## config.mk

```make
export PLATFORM = sky130hd
export DESIGN_NAME = ps2_move_decoder
export DESIGN_NICKNAME = d
export VERILOG_FILES = /design/src/rtl/ps2_move_decoder.sv
export SDC_FILE = /design/constraint.sdc
export NUM_CORES = 1
export LEC_CHECK = 0
export CAP_MARGIN = 20
export CELL_PAD_IN_SITES_DETAIL_PLACEMENT = 1
export CELL_PAD_IN_SITES_GLOBAL_PLACEMENT = 2
export CORE_MARGIN = 8
export CORE_UTILIZATION = 45
export DETAILED_ROUTE_END_ITERATION = 6
export DONT_BUFFER_PORTS = 1
export GPL_ROUTABILITY_DRIVEN = 0
export PLACE_DENSITY = 0.86
export SLEW_MARGIN = 20
export SYNTH_ARGS = -nofsm -noshare
export SYNTH_HDL_FRONTEND = slang
export SYNTH_SLANG_ARGS = --single-unit
```

## constraint.sdc

```tcl
create_clock -name clk -period 5.05 [get_ports clk]
set_input_delay 0.505 -clock clk [delete_from_list [all_inputs] [get_ports clk]]
set_output_delay 0.505 -clock clk [all_outputs]
set_load 0.02 [all_outputs]
```

## src/rtl/ps2_move_decoder.sv

```systemverilog
// ps2_move_decoder: PS/2 receiver and scancode decoder driving held move_* levels
// for the arrow keys and W/A/S/D.
module ps2_move_decoder #(
  parameter int FILTER_LEN     = 8,
  parameter int TIMEOUT_CYCLES = 65000
) (
  input  logic       clk,
  input  logic       rst,
  input  logic       ps2_clk,
  input  logic       ps2_data,
  output logic       move_up,
  output logic       move_down,
  output logic       move_right,
  output logic       move_left,
  output logic [7:0] scancode,
  output logic       scancode_valid,
  output logic       frame_err
);
  localparam int FW = $clog2(FILTER_LEN + 1);
  localparam int TW = $clog2(TIMEOUT_CYCLES + 1);

  typedef enum logic [1:0] {RX_IDLE, RX_DATA, RX_PARITY, RX_STOP} rx_state_e;

  logic [1:0]    pclk_q, pdat_q;
  logic          sclk, sdat;
  logic          filt_q, filt_d, differ, flip, fall;
  logic [FW-1:0] fcnt_q, fcnt_d;
  rx_state_e     st_q, st_d;
  logic [2:0]    bit_q, bit_d;
  logic [7:0]    sh_q, sh_d, code_q, code_d;
  logic          par_q, par_d, vld_q, vld_d, err_q, err_d, timeout;
  logic [TW-1:0] to_q, to_d;
  logic          ext_q, ext_d, brk_q, brk_d, hit;
  logic [2:0]    idx;
  logic [7:0]    held_q, held_d;
  logic [3:0]    mv_q, mv_d;

  assign sclk = pclk_q[1];
  assign sdat = pdat_q[1];

  // The filtered level only flips on the FILTER_LEN-th consecutive differing sample.
  always_comb begin
    differ = sclk != filt_q;
    flip   = differ && fcnt_q == FW'(FILTER_LEN - 1);
    fcnt_d = (!differ || flip) ? '0 : fcnt_q + 1'b1;
    filt_d = flip ? sclk : filt_q;
    fall   = flip && filt_q;
  end

  always_comb begin
    st_d    = st_q;
    bit_d   = bit_q;
    sh_d    = sh_q;
    par_d   = par_q;
    code_d  = code_q;
    vld_d   = 1'b0;
    err_d   = 1'b0;
    to_d    = (st_q == RX_IDLE || fall) ? '0 : to_q + 1'b1;
    timeout = st_q != RX_IDLE && !fall && to_q == TW'(TIMEOUT_CYCLES - 1);
    if (timeout) begin
      st_d  = RX_IDLE;
      err_d = 1'b1;
      to_d  = '0;
    end else if (fall) begin
      case (st_q)
        RX_IDLE: if (!sdat) begin
          st_d  = RX_DATA;
          bit_d = 3'd0;
        end
        RX_DATA: begin
          sh_d  = {sdat, sh_q[7:1]};
          bit_d = bit_q + 1'b1;
          st_d  = bit_q == 3'd7 ? RX_PARITY : RX_DATA;
        end
        RX_PARITY: begin
          par_d = sdat;
          st_d  = RX_STOP;
        end
        RX_STOP: begin
          st_d = RX_IDLE;
          if (sdat && ^{sh_q, par_q}) begin
            code_d = sh_q;
            vld_d  = 1'b1;
          end else begin
            err_d = 1'b1;
          end
        end
      endcase
    end
  end

  // Held bits: 0..3 = Up/Down/Right/Left arrows, 4..7 = W/S/D/A.
  always_comb begin
    hit = 1'b1;
    idx = 3'd0;
    case ({ext_q, code_q})
      9'h175:  idx = 3'd0;
      9'h172:  idx = 3'd1;
      9'h174:  idx = 3'd2;
      9'h16B:  idx = 3'd3;
      9'h01D:  idx = 3'd4;
      9'h01B:  idx = 3'd5;
      9'h023:  idx = 3'd6;
      9'h01C:  idx = 3'd7;
      default: hit = 1'b0;
    endcase
  end

  always_comb begin
    ext_d  = ext_q;
    brk_d  = brk_q;
    held_d = held_q;
    if (err_q) begin
      ext_d = 1'b0;
      brk_d = 1'b0;
    end else if (vld_q) begin
      if (code_q == 8'hE0) ext_d = 1'b1;
      else if (code_q == 8'hF0) brk_d = 1'b1;
      else begin
        if (hit) held_d[idx] = ~brk_q;
        ext_d = 1'b0;
        brk_d = 1'b0;
      end
    end
    mv_d = {held_d[3] | held_d[7], held_d[2] | held_d[6], held_d[1] | held_d[5], held_d[0] | held_d[4]};
  end

  always_ff @(posedge clk or negedge rst) begin
    if (!rst) begin
      pclk_q <= 2'b11;
      pdat_q <= 2'b11;
      filt_q <= 1'b1;
      fcnt_q <= '0;
      st_q   <= RX_IDLE;
      bit_q  <= 3'd0;
      sh_q   <= 8'h00;
      par_q  <= 1'b0;
      to_q   <= '0;
      code_q <= 8'h00;
      vld_q  <= 1'b0;
      err_q  <= 1'b0;
      ext_q  <= 1'b0;
      brk_q  <= 1'b0;
      held_q <= 8'h00;
      mv_q   <= 4'h0;
    end else begin
      pclk_q <= {pclk_q[0], ps2_clk};
      pdat_q <= {pdat_q[0], ps2_data};
      filt_q <= filt_d;
      fcnt_q <= fcnt_d;
      st_q   <= st_d;
      bit_q  <= bit_d;
      sh_q   <= sh_d;
      par_q  <= par_d;
      to_q   <= to_d;
      code_q <= code_d;
      vld_q  <= vld_d;
      err_q  <= err_d;
      ext_q  <= ext_d;
      brk_q  <= brk_d;
      held_q <= held_d;
      mv_q   <= mv_d;
    end
  end

  assign {move_left, move_right, move_down, move_up} = mv_q;
  assign scancode       = code_q;
  assign scancode_valid = vld_q;
  assign frame_err      = err_q;
endmodule

```

==> flow_metrics.env, run 1 <==
export IMPL_rows=30
export IMPL_clock_path_buffers=2
export IMPL_skew_ps=10.1
export IMPL_antenna_found_initial=0
export IMPL_cellPowerDensity_nw_per_um2=311
export IMPL_post_place_ws_ps=2550
export IMPL_whs_ps=27.3
export IMPL_die_w_um=99.3
export IMPL_routed_wl_um=6390
export IMPL_numClockSinks=63
export IMPL_finalSetupViolations=0
export IMPL_clk_pin_slew_ps=70
export IMPL_synth_fp_nets=294
export IMPL_utilization_pct=51.5
export IMPL_grt_overflow_total=0
export IMPL_critPathMaxStageDelay_ps=580
export IMPL_drv_cap=0
export IMPL_stdcell_area_sq_um=3480
export IMPL_fin_cells=380
export IMPL_numCtsBuffers=9
export IMPL_crit_family="simple AND/OR/NAND/NOR gates"
export IMPL_hp_class="in -> async"
export IMPL_cts_setup_buffers=0
export IMPL_ys_seq_area_share_pct=50.6
export IMPL_grt_pass1_vias=2336
export IMPL_wl_per_cell_um=16.8
export IMPL_outcome="complete, no violations"
export IMPL_endpoint_kind="register"
export IMPL_drtAntennaViolNets=0
export IMPL_drc=0
export IMPL_viasPerCell=5.76
export IMPL_regArea_sq_um=1580
export IMPL_drive_gt1_share_pct=18.7
export IMPL_area_growth_pct=11.2
export IMPL_tns_ps=0
export IMPL_relSlewSlack_pct=51.3
export IMPL_ys_ff_latch=63
export IMPL_rsz0062_at_grt="false"
export IMPL_synth_area_sq_um=3130
export IMPL_cts_tree="built"
export IMPL_num_io_pins=18
export IMPL_max_freq_mhz=407
export IMPL_yosys_warnings=0
export IMPL_crit_type="reg -> reg"
export IMPL_start_util_pct=46.3
export IMPL_leakagePower_nw=1.57
export IMPL_cp_max_fo=7
export IMPL_drt_pass1_iter_count=4
export IMPL_dp_hpwl_um=4420
export IMPL_synth_area_leaders="dfrtp_1 46%, mux2_2 7.2%, nor2_1 4.4%"
export IMPL_crit_required_ps=5280
export IMPL_final_cell_mix="58 x dfrtp_1, 37 x nor2_1, 22 x nand2_1, 20 x mux2_2, 13 x xnor2_1"
export IMPL_post_route_min_period_ps=2460
export IMPL_yosysTopAreaCell="dfrtp_1"
export IMPL_synth_top_area_share_pct=46.4
export IMPL_synthArstFlopShare_pct=100
export IMPL_ir_worst_vdd_mv=0.163
export IMPL_crit_path_start_kind="register"
export IMPL_grt_start_max_net_pins=64
export IMPL_grt_pass1_wl_um=11300
export IMPL_grt_usage_pct=14.2
export IMPL_hold_violations=0
export IMPL_vias=2188
export IMPL_path_buf_inv=0
export IMPL_total_power_mw=1.08
export IMPL_synth_avg_cell_area_sq_um=10.9
export IMPL_crit_chain="or3b_4 -> a211oi_1 -> nor3_1 -> nand3_1 -> mux2_2"
export IMPL_diodes=0
export IMPL_multi_input_area_sq_um=1480
export IMPL_synth_flop_cell="dfrtp_1"
export IMPL_drt_iter0_drc=52
export IMPL_h_tree_depth=3
export IMPL_dp_cells=363
export IMPL_synth_enable_flop_cells=0
export IMPL_nets=303
export IMPL_port_buffers=0
export IMPL_finalCritPeriodShare_pct=48.7
export IMPL_netlist_cell_type_count=60
export IMPL_maxSlewViolCount=0
export IMPL_crit_arrival_ps=2690
export IMPL_fp_dieH_um=99.3
export IMPL_placed_area_sq_um=3220
export IMPL_die_area_sq_um=9870
export IMPL_clk_insertion_delay_late_ps=350
export IMPL_final_common_cell="dfrtp_1"
export IMPL_fin_ws_ps=2590
export IMPL_critPathSlowestCell="dfrtp_1"
export IMPL_worst_pin_slew_ps=727
export IMPL_fill_cells=735
export IMPL_cts_root_buf="clkbuf_8"
export IMPL_synth_cells=286
export IMPL_core_sq_um=6760
==> power breakdown <==
| group | internal (mW) | leakage, nW | switching [mW] | total, mW |
|---|---|---|---|---|
| Clock | 0.294 | 0.109 | 0.207 | 0.501 |
| Sequential | 0.523 | 0.861 | 0.0125 | 0.535 |
| Combinational | 0.0191 | 0.598 | 0.0261 | 0.0453 |
==> final timing paths <==
check,to,slack (ps),depth (start not counted),start
worst min register to register,pclk_q[1]$_DFF_PN1_,360,0,pclk_q[0]$_DFF_PN1_
worst max-delay path,held_q[0]$_DFF_PN0_,2590,5,scancode[5]$_DFFE_PN0P_
worst min-delay path,fcnt_q[0]$_DFF_PN0_,30,1,rst
min in group clk,pdat_q[0]$_DFF_PN1_,150,0,ps2_data
worst max register to register,held_q[0]$_DFF_PN0_,2590,5,scancode[5]$_DFFE_PN0P_
max in group asynchronous,filt_q$_DFFE_PN1P_,4730,1,rst
==> metal layers <==
| layer | GRT usage, % | vias up | routed length [um] |
|---|---|---|---|
| met4 | 6.17 | 0 | 106 |
| met1 | 16.5 | 1112 | 2880 |
| met5 | 0 | - | 0 |
| met2 | 24.2 | 28 | 3130 |
| li1 | - | 1039 | - |
| met3 | 3.84 | 9 | 265 |
==> logic make-up (layout without fill, tap and decap cells) <==
group	Yosys count	after routing	synth area share [%]
buffers and inverters	14	28	2.04
DFF	63	63	50.6
xor gates and xnor gates	25	25	7.45
muxes	24	24	8.69
AOI/OAI and AO/OA	40	40	9.77
and+or+nand+nor	116	116	19.8
adders and majority gates	4	4	1.60
==> worst register-to-register path, delay by kind of cell, from the launching register on <==
kind,cells,cell delay [ps]
muxes,1,340
DFF,1,580
and+or+nand+nor,3,880
AOI/OAI and AO/OA,1,550
==> cells in the mapped netlist, types with 2 or more instances <==
library cell / n
a21o_1: 3
a21oi_1: 5
a22o_1: 2
and3_1: 2
and3b_1: 2
buf_2: 3
dfrtp_1: 58
dfstp_2: 5
ha_1: 4
inv_1: 9
mux2_2: 20
mux2i_1: 2
nand2_1: 22
nand2b_1: 4
nand3_1: 11
nand3b_1: 4
nand4_1: 3
nand4b_1: 2
nor2_1: 37
nor3_1: 8
nor3b_1: 4
nor4_1: 2
o211ai_1: 3
o21a_1: 2
o21ai_0: 8
o31ai_1: 3
or3_1: 2
or4_1: 2
xnor2_1: 13
xor2_1: 11
==> registers in the layout, summed over array words and instances, names as in the netlist <==
name	cells
to_q	16
held_q	8
scancode	8
sh_q	8
fcnt_q	4
mv_q	4
bit_q	3
pclk_q	2
pdat_q	2
st_q	2
brk_q	1
ext_q	1
filt_q	1
frame_err	1
par_q	1
scancode_valid	1
==> final cells by class <==
class	count	share of cell area [%]
Sequential cell	63	45.5
Clock buffer	10	3.96
Inverter	9	0.972
Timing Repair Buffer	3	1.33
Tap cell	80	2.88
Clock inverter	6	2.66
Multi-Input combinational cell	209	42.7
==> what timing repair did <==
item / CTS / global route
endpoints found under the hold margin: 63 / 0
hold buffers: 1 / 0
gates resized for setup: 0 / 0
Note: power is estimated with default switching activity, not from simulation.
==> run 2: changes to the inputs <==
Settings changed: ABC_AREA from default to 1, CORE_UTILIZATION 45 to 34, PLACE_DENSITY 0.86 to 0.78.
Clock period 5.05 ns to 2 ns, I/O delays scaled along.
==> flow_metrics.env, run 2 <==
export IMPL_grt_pass1_wl_um=13900
export IMPL_synth_common_cells="117 x nand2_1, 62 x inv_1, 58 x dfrtp_1"
export IMPL_dp_hpwl_um=5790
export IMPL_tns_ps=0
export IMPL_global_route_usage_met2_pct=22.6
export IMPL_cpMostUsedCell="nand2_1"
export IMPL_fp_dieH_um=114
export IMPL_hold_violations=0
export IMPL_largest_register="to_q"
export IMPL_grt_start_max_net_pins=64
export IMPL_synth_flop_cell="dfrtp_1"
export IMPL_grt_overflow_total=0
export IMPL_wl_per_cell_um=13.0
export IMPL_synth_mux_area_fraction_pct=0.305
export IMPL_yosys_area_share_adder_pct=1.52
export IMPL_num_io_pins=18
export IMPL_grt_usage_pct=13.4
export IMPL_clk_pin_slew_ps=70
export IMPL_numCtsBuffers=9
export IMPL_nets=457
export IMPL_routed_wl_um=7650
export IMPL_regToRegSetupSlack_ps=240
export IMPL_cp_max_fo=10
export IMPL_clock_path_buffers=2
export IMPL_final_common_cell="nand2_1"
export IMPL_synthSimpleGateAreaFrac_pct=31.7
export IMPL_postCtsResizedCells=0
export IMPL_drt_pass1_iter_count=4
export IMPL_synth_cells=425
export IMPL_synthArstFlopShare_pct=100
export IMPL_crit_type="reg -> reg"
export IMPL_h_tree_depth=3
export IMPL_cts_tree="built"
export IMPL_antenna_found_initial=0
export IMPL_core_sq_um=9590
export IMPL_rsz0062_at_grt="false"
export IMPL_relSlewSlack_pct=68.5
export IMPL_netlist_cell_type_count=31
export IMPL_synth_xor_area_share_pct=3.20
export IMPL_endpoint_kind="register"
export IMPL_final_cell_mix="117 x nand2_1, 62 x inv_1, 58 x dfrtp_1, 48 x nor2_1, 29 x o21ai_0"
export IMPL_finalSetupViolations=0
export IMPL_max_freq_mhz=569
export IMPL_crit_path_start_kind="register"
export IMPL_drtAntennaViolNets=0
export IMPL_die_w_um=114
export IMPL_dp_cells=567
export IMPL_grt_pass1_vias=2965
export IMPL_skew_ps=7.44
export IMPL_largest_register_ffs=16
export IMPL_ys_seq_area_share_pct=48.2
export IMPL_ys_ff_latch=63
export IMPL_crit_required_ps=2230
export IMPL_viasPerCell=4.63
export IMPL_synth_area_sq_um=3290
export IMPL_crit_chain="ha_1 -> nand3_2 -> nor3_4 -> buf_4 -> inv_2 -> nor2_4 -> nand4_4 -> nand2_1 -> nand2_1"
export IMPL_numClockSinks=63
export IMPL_rows=36
export IMPL_cellPowerDensity_nw_per_um2=718
export IMPL_synth_enable_flop_cells=0
export IMPL_synth_avg_cell_area_sq_um=7.73
export IMPL_synth_area_leaders="dfrtp_1 44%, nand2_1 13%, inv_1 7.1%"
export IMPL_post_route_min_period_ps=1760
export IMPL_grt_busiest_layer="met2"
export IMPL_met1_usage_pct=15.8
export IMPL_leakagePower_nw=1.89
export IMPL_yosysTopAreaCell="dfrtp_1"
export IMPL_finalCritPeriodShare_pct=87.9
export IMPL_worst_pin_slew_ps=471
export IMPL_drt_iter0_drc=115
export IMPL_port_buffers=0
export IMPL_synth_compound_area_share_pct=7.04
export IMPL_vias=2717
export IMPL_die_area_sq_um=13100
export IMPL_area_growth_pct=16.1
export IMPL_maxSlewViolCount=0
export IMPL_hp_class="reg -> reg"
export IMPL_synth_top_area_share_pct=44.2
export IMPL_critPathMaxStageDelay_ps=370
export IMPL_fin_cells=587
export IMPL_grtUsageMet3_pct=4.22
export IMPL_synth_top_family_by_area="simple AND/OR/NAND/NOR gates"
export IMPL_critPathSlowestCell="dfrtp_1"
export IMPL_drc=0
export IMPL_diodes=0
export IMPL_drv_cap=0
export IMPL_crit_arrival_ps=1980
export IMPL_synth_fp_nets=433
export IMPL_outcome="complete, no violations"
export IMPL_cts_root_buf="clkbuf_8"
export IMPL_start_util_pct=34.3
export IMPL_yosys_warnings=0
export IMPL_drive_gt1_share_pct=11.5
export IMPL_clk_insertion_delay_late_ps=340
export IMPL_ir_worst_vdd_mv=0.365
export IMPL_synth_most_common_cell="nand2_1"
-- run 2: changes by cell type in the layout (fill, tap and decap cells not counted), sizes merged, moves of 18 or more --
cell   previous run  this run
nand2            22       119
nand3            11        29
nor2             37        55
mux2             22         0
o21ai             9        31
inv              10        63
-- run 2: where the power goes --
part	leakage, nW	internal [mW]	switching [mW]	total (mW)
combinational	0.920	0.0461	0.0820	0.128
clock	0.114	0.770	0.485	1.25
sequential	0.860	1.32	0.0346	1.36
total	1.89	2.14	0.602	2.74
-- run 2: layout make-up --
cell class                      count  area (sq um)
Clock buffer                       13           159
Clock inverter                      3          65.1
Fill cell                        1200          5780
Inverter                           64           241
Multi-Input combinational cell    293          1440
Sequential cell                    63          1580
Tap cell                          133           166
Timing Repair Buffer               18           163
-- run 2: logic make-up after synthesis --
group                    Yosys count
flip-flops                        63
multiplexers                       1
AO/OA/AOI/OAI                     45
adder cells (fa/ha/maj)            4
AND/OR/NAND/NOR                  231
buffers and inverters             69
XOR/XNOR                          12
-- run 2: timing repair --
action | CTS | global route
hold endpoints to repair | 65 | 0
setup endpoints to repair | 0 | 0
buffers inserted | 0 | 0
hold buffers | 4 | 0
-- run 2: path summary, 6_finish.rpt --
path                                startpoint                      end  cells after the start
setup / recovery           fcnt_q[0]$_DFF_PN0_  scancode[7]$_DFFE_PN0P_                      9
hold / removal             pdat_q[0]$_DFF_PN1_      pdat_q[1]$_DFF_PN1_                      0
setup reg to reg           fcnt_q[0]$_DFF_PN0_  scancode[7]$_DFFE_PN0P_                      9
hold reg to reg            pdat_q[0]$_DFF_PN1_      pdat_q[1]$_DFF_PN1_                      0
max in group asynchronous                  rst      pclk_q[0]$_DFF_PN1_                      2
min in group asynchronous                  rst  scancode[2]$_DFFE_PN0P_                      2
-- run 2: through the flow --
stage | power, mW | worst slack [ps] | hold WS [ps] | utilization (%) | cell area, sq um
after floorplan | 1.45 | 421 | -95.6 | - | 3290
after global placement | 1.47 | 289 | -93.0 | 36.9 | 3540
after detailed placement | 1.48 | 225 | -93.3 | 36.9 | 3540
after CTS | 2.80 | 216 | 358 | 39.8 | 3820
after global routing | 2.88 | 43.0 | 366 | 39.8 | 3820
final | 2.74 | 243 | 356 | 39.8 | 3820
-- run 2: layer usage --
layer	vias up	share of wire (%)
met5	-	0
met4	0	1.2
met3	6	4.5
met2	27	48
met1	1293	46
li1	1391	-
-- run 2: critical path, delay by kind of cell, from the launching register on --
kind	cells	cell delay (ps)
flops	1	370
fa+ha+maj	1	200
simple gates	6	850
buf+inv	2	220
==> run 3: changes to the inputs <==
==> constraint.sdc (replaced) <==
create_clock -name clk -period 2 [get_ports clk]
set_input_delay 0.4 -clock clk [delete_from_list [all_inputs] [get_ports clk]]
set_output_delay 0.4 -clock clk [all_outputs]
set_load 0.02 [all_outputs]
==> flow_metrics.env, run 3 (same netlist as run 2, synthesis figures left out) <==
export IMPL_outcome="complete, no violations"
export IMPL_fin_cells=585
export IMPL_wl_per_cell_um=13.1
export IMPL_cts_tree="built"
export IMPL_numCtsBuffers=9
export IMPL_crit_arrival_ps=1980
export IMPL_leakagePower_nw=1.89
export IMPL_relSlewSlack_pct=68.6
export IMPL_post_place_ws_ps=225
export IMPL_multi_input_area_sq_um=1440
export IMPL_cts_root_buf="clkbuf_8"
export IMPL_grt_pass1_vias=2958
export IMPL_num_io_pins=18
export IMPL_antenna_found_initial=0
export IMPL_final_cell_mix="117 x nand2_1, 62 x inv_1, 58 x dfrtp_1, 48 x nor2_1, 29 x o21ai_0"
export IMPL_final_common_cell="nand2_1"
export IMPL_finalCritPeriodShare_pct=87.9
export IMPL_drive_gt1_share_pct=11.5
export IMPL_h_tree_depth=3
export IMPL_post_route_min_period_ps=1760
export IMPL_nets=455
export IMPL_die_area_sq_um=13100
export IMPL_skew_ps=7.21
export IMPL_max_freq_mhz=569
export IMPL_core_sq_um=9590
export IMPL_cts_setup_buffers=0
export IMPL_crit_type="reg -> reg"
export IMPL_regToRegSetupSlack_ps=240
export IMPL_drv_cap=0
export IMPL_drt_pass1_iter_count=4
export IMPL_maxSlewViolCount=0
export IMPL_port_buffers=0
export IMPL_grt_overflow_total=0
export IMPL_die_w_um=114
export IMPL_endpoint_kind="register"
export IMPL_fp_dieH_um=114
export IMPL_viasPerCell=4.64
export IMPL_rows=36
export IMPL_crit_path_start_kind="register"
export IMPL_dp_hpwl_um=5790
export IMPL_grt_usage_pct=13.4
export IMPL_start_util_pct=34.3
export IMPL_largest_register_ffs=16
export IMPL_clk_insertion_delay_late_ps=340
export IMPL_diodes=0
export IMPL_regArea_sq_um=1580
export IMPL_numClockSinks=63
export IMPL_grt_pass1_wl_um=13900
export IMPL_rsz0062_at_grt="false"
export IMPL_utilization_pct=39.6
export IMPL_whs_ps=55.2
export IMPL_vias=2712
export IMPL_stdcell_area_sq_um=3800
export IMPL_drc=0
export IMPL_clk_pin_slew_ps=70
export IMPL_grt_start_max_net_pins=64
export IMPL_ir_worst_vdd_mv=0.365
export IMPL_worst_pin_slew_ps=470
export IMPL_fill_cells=1202
export IMPL_total_power_mw=2.74
export IMPL_area_growth_pct=15.5
export IMPL_routed_wl_um=7660
export IMPL_largest_register="to_q"
export IMPL_placed_area_sq_um=3540
export IMPL_cellPowerDensity_nw_per_um2=721
export IMPL_finalSetupViolations=0
export IMPL_crit_required_ps=2220
export IMPL_clock_path_buffers=2
export IMPL_drt_iter0_drc=111
export IMPL_cp_max_fo=10
export IMPL_dp_cells=567
export IMPL_tns_ps=0
export IMPL_hold_violations=0
export IMPL_hp_class="in -> reg"
export IMPL_drtAntennaViolNets=0
export IMPL_fin_ws_ps=242
==> run 3: power by group <==
| part | total [mW] | switching (mW) | internal, mW |
|---|---|---|---|
| Combinational | 0.125 | 0.0815 | 0.0435 |
| Sequential | 1.36 | 0.0347 | 1.32 |
| Clock | 1.25 | 0.485 | 0.770 |
| Total | 2.74 | 0.601 | 2.14 |
==> run 3: worst max-delay path, stage by stage (launching register included) <==
cell and delay [ps]:
dfrtp_1 370, ha_1 200, nand3_2 130, nor3_4 140
buf_4 170, inv_2 50, nor2_4 230, nand4_4 200
nand2_1 100, nand2_1 50
==> run 3: final timing paths <==
| path | depth (start not counted) | from | end |
|---|---|---|---|
| setup / recovery | 9 | fcnt_q[0]$_DFF_PN0_ | scancode[7]$_DFFE_PN0P_ |
| hold / removal | 0 | ps2_data | pdat_q[0]$_DFF_PN1_ |
| setup reg to reg | 9 | fcnt_q[0]$_DFF_PN0_ | scancode[7]$_DFFE_PN0P_ |
| hold reg to reg | 0 | pdat_q[0]$_DFF_PN1_ | pdat_q[1]$_DFF_PN1_ |
| max in group asynchronous | 2 | rst | pclk_q[0]$_DFF_PN1_ |
| min in group asynchronous | 2 | rst | scancode[2]$_DFFE_PN0P_ |
==> run 3: final cells by class <==
class,count,share of cell area (%)
Sequential cell,63,41.7
Multi-Input combinational cell,293,37.9
Inverter,64,6.36
Tap cell,133,4.38
Clock buffer,13,4.18
Timing Repair Buffer,16,3.76
Clock inverter,3,1.71
==> run 3: timing repair <==
action	in CTS	in global routing
gates resized for setup	0	0
hold endpoints to repair	63	0
setup endpoints to repair	0	0
hold buffers	2	0
==> run 3: routing by layer <==
layer  wire (um)  part of all wire, %  track usage, %
met1        3560                   46            15.8
met2        3670                   48            22.6
met3         343                  4.5            4.22
met4          93                  1.2            4.53
met5           0                    0               0
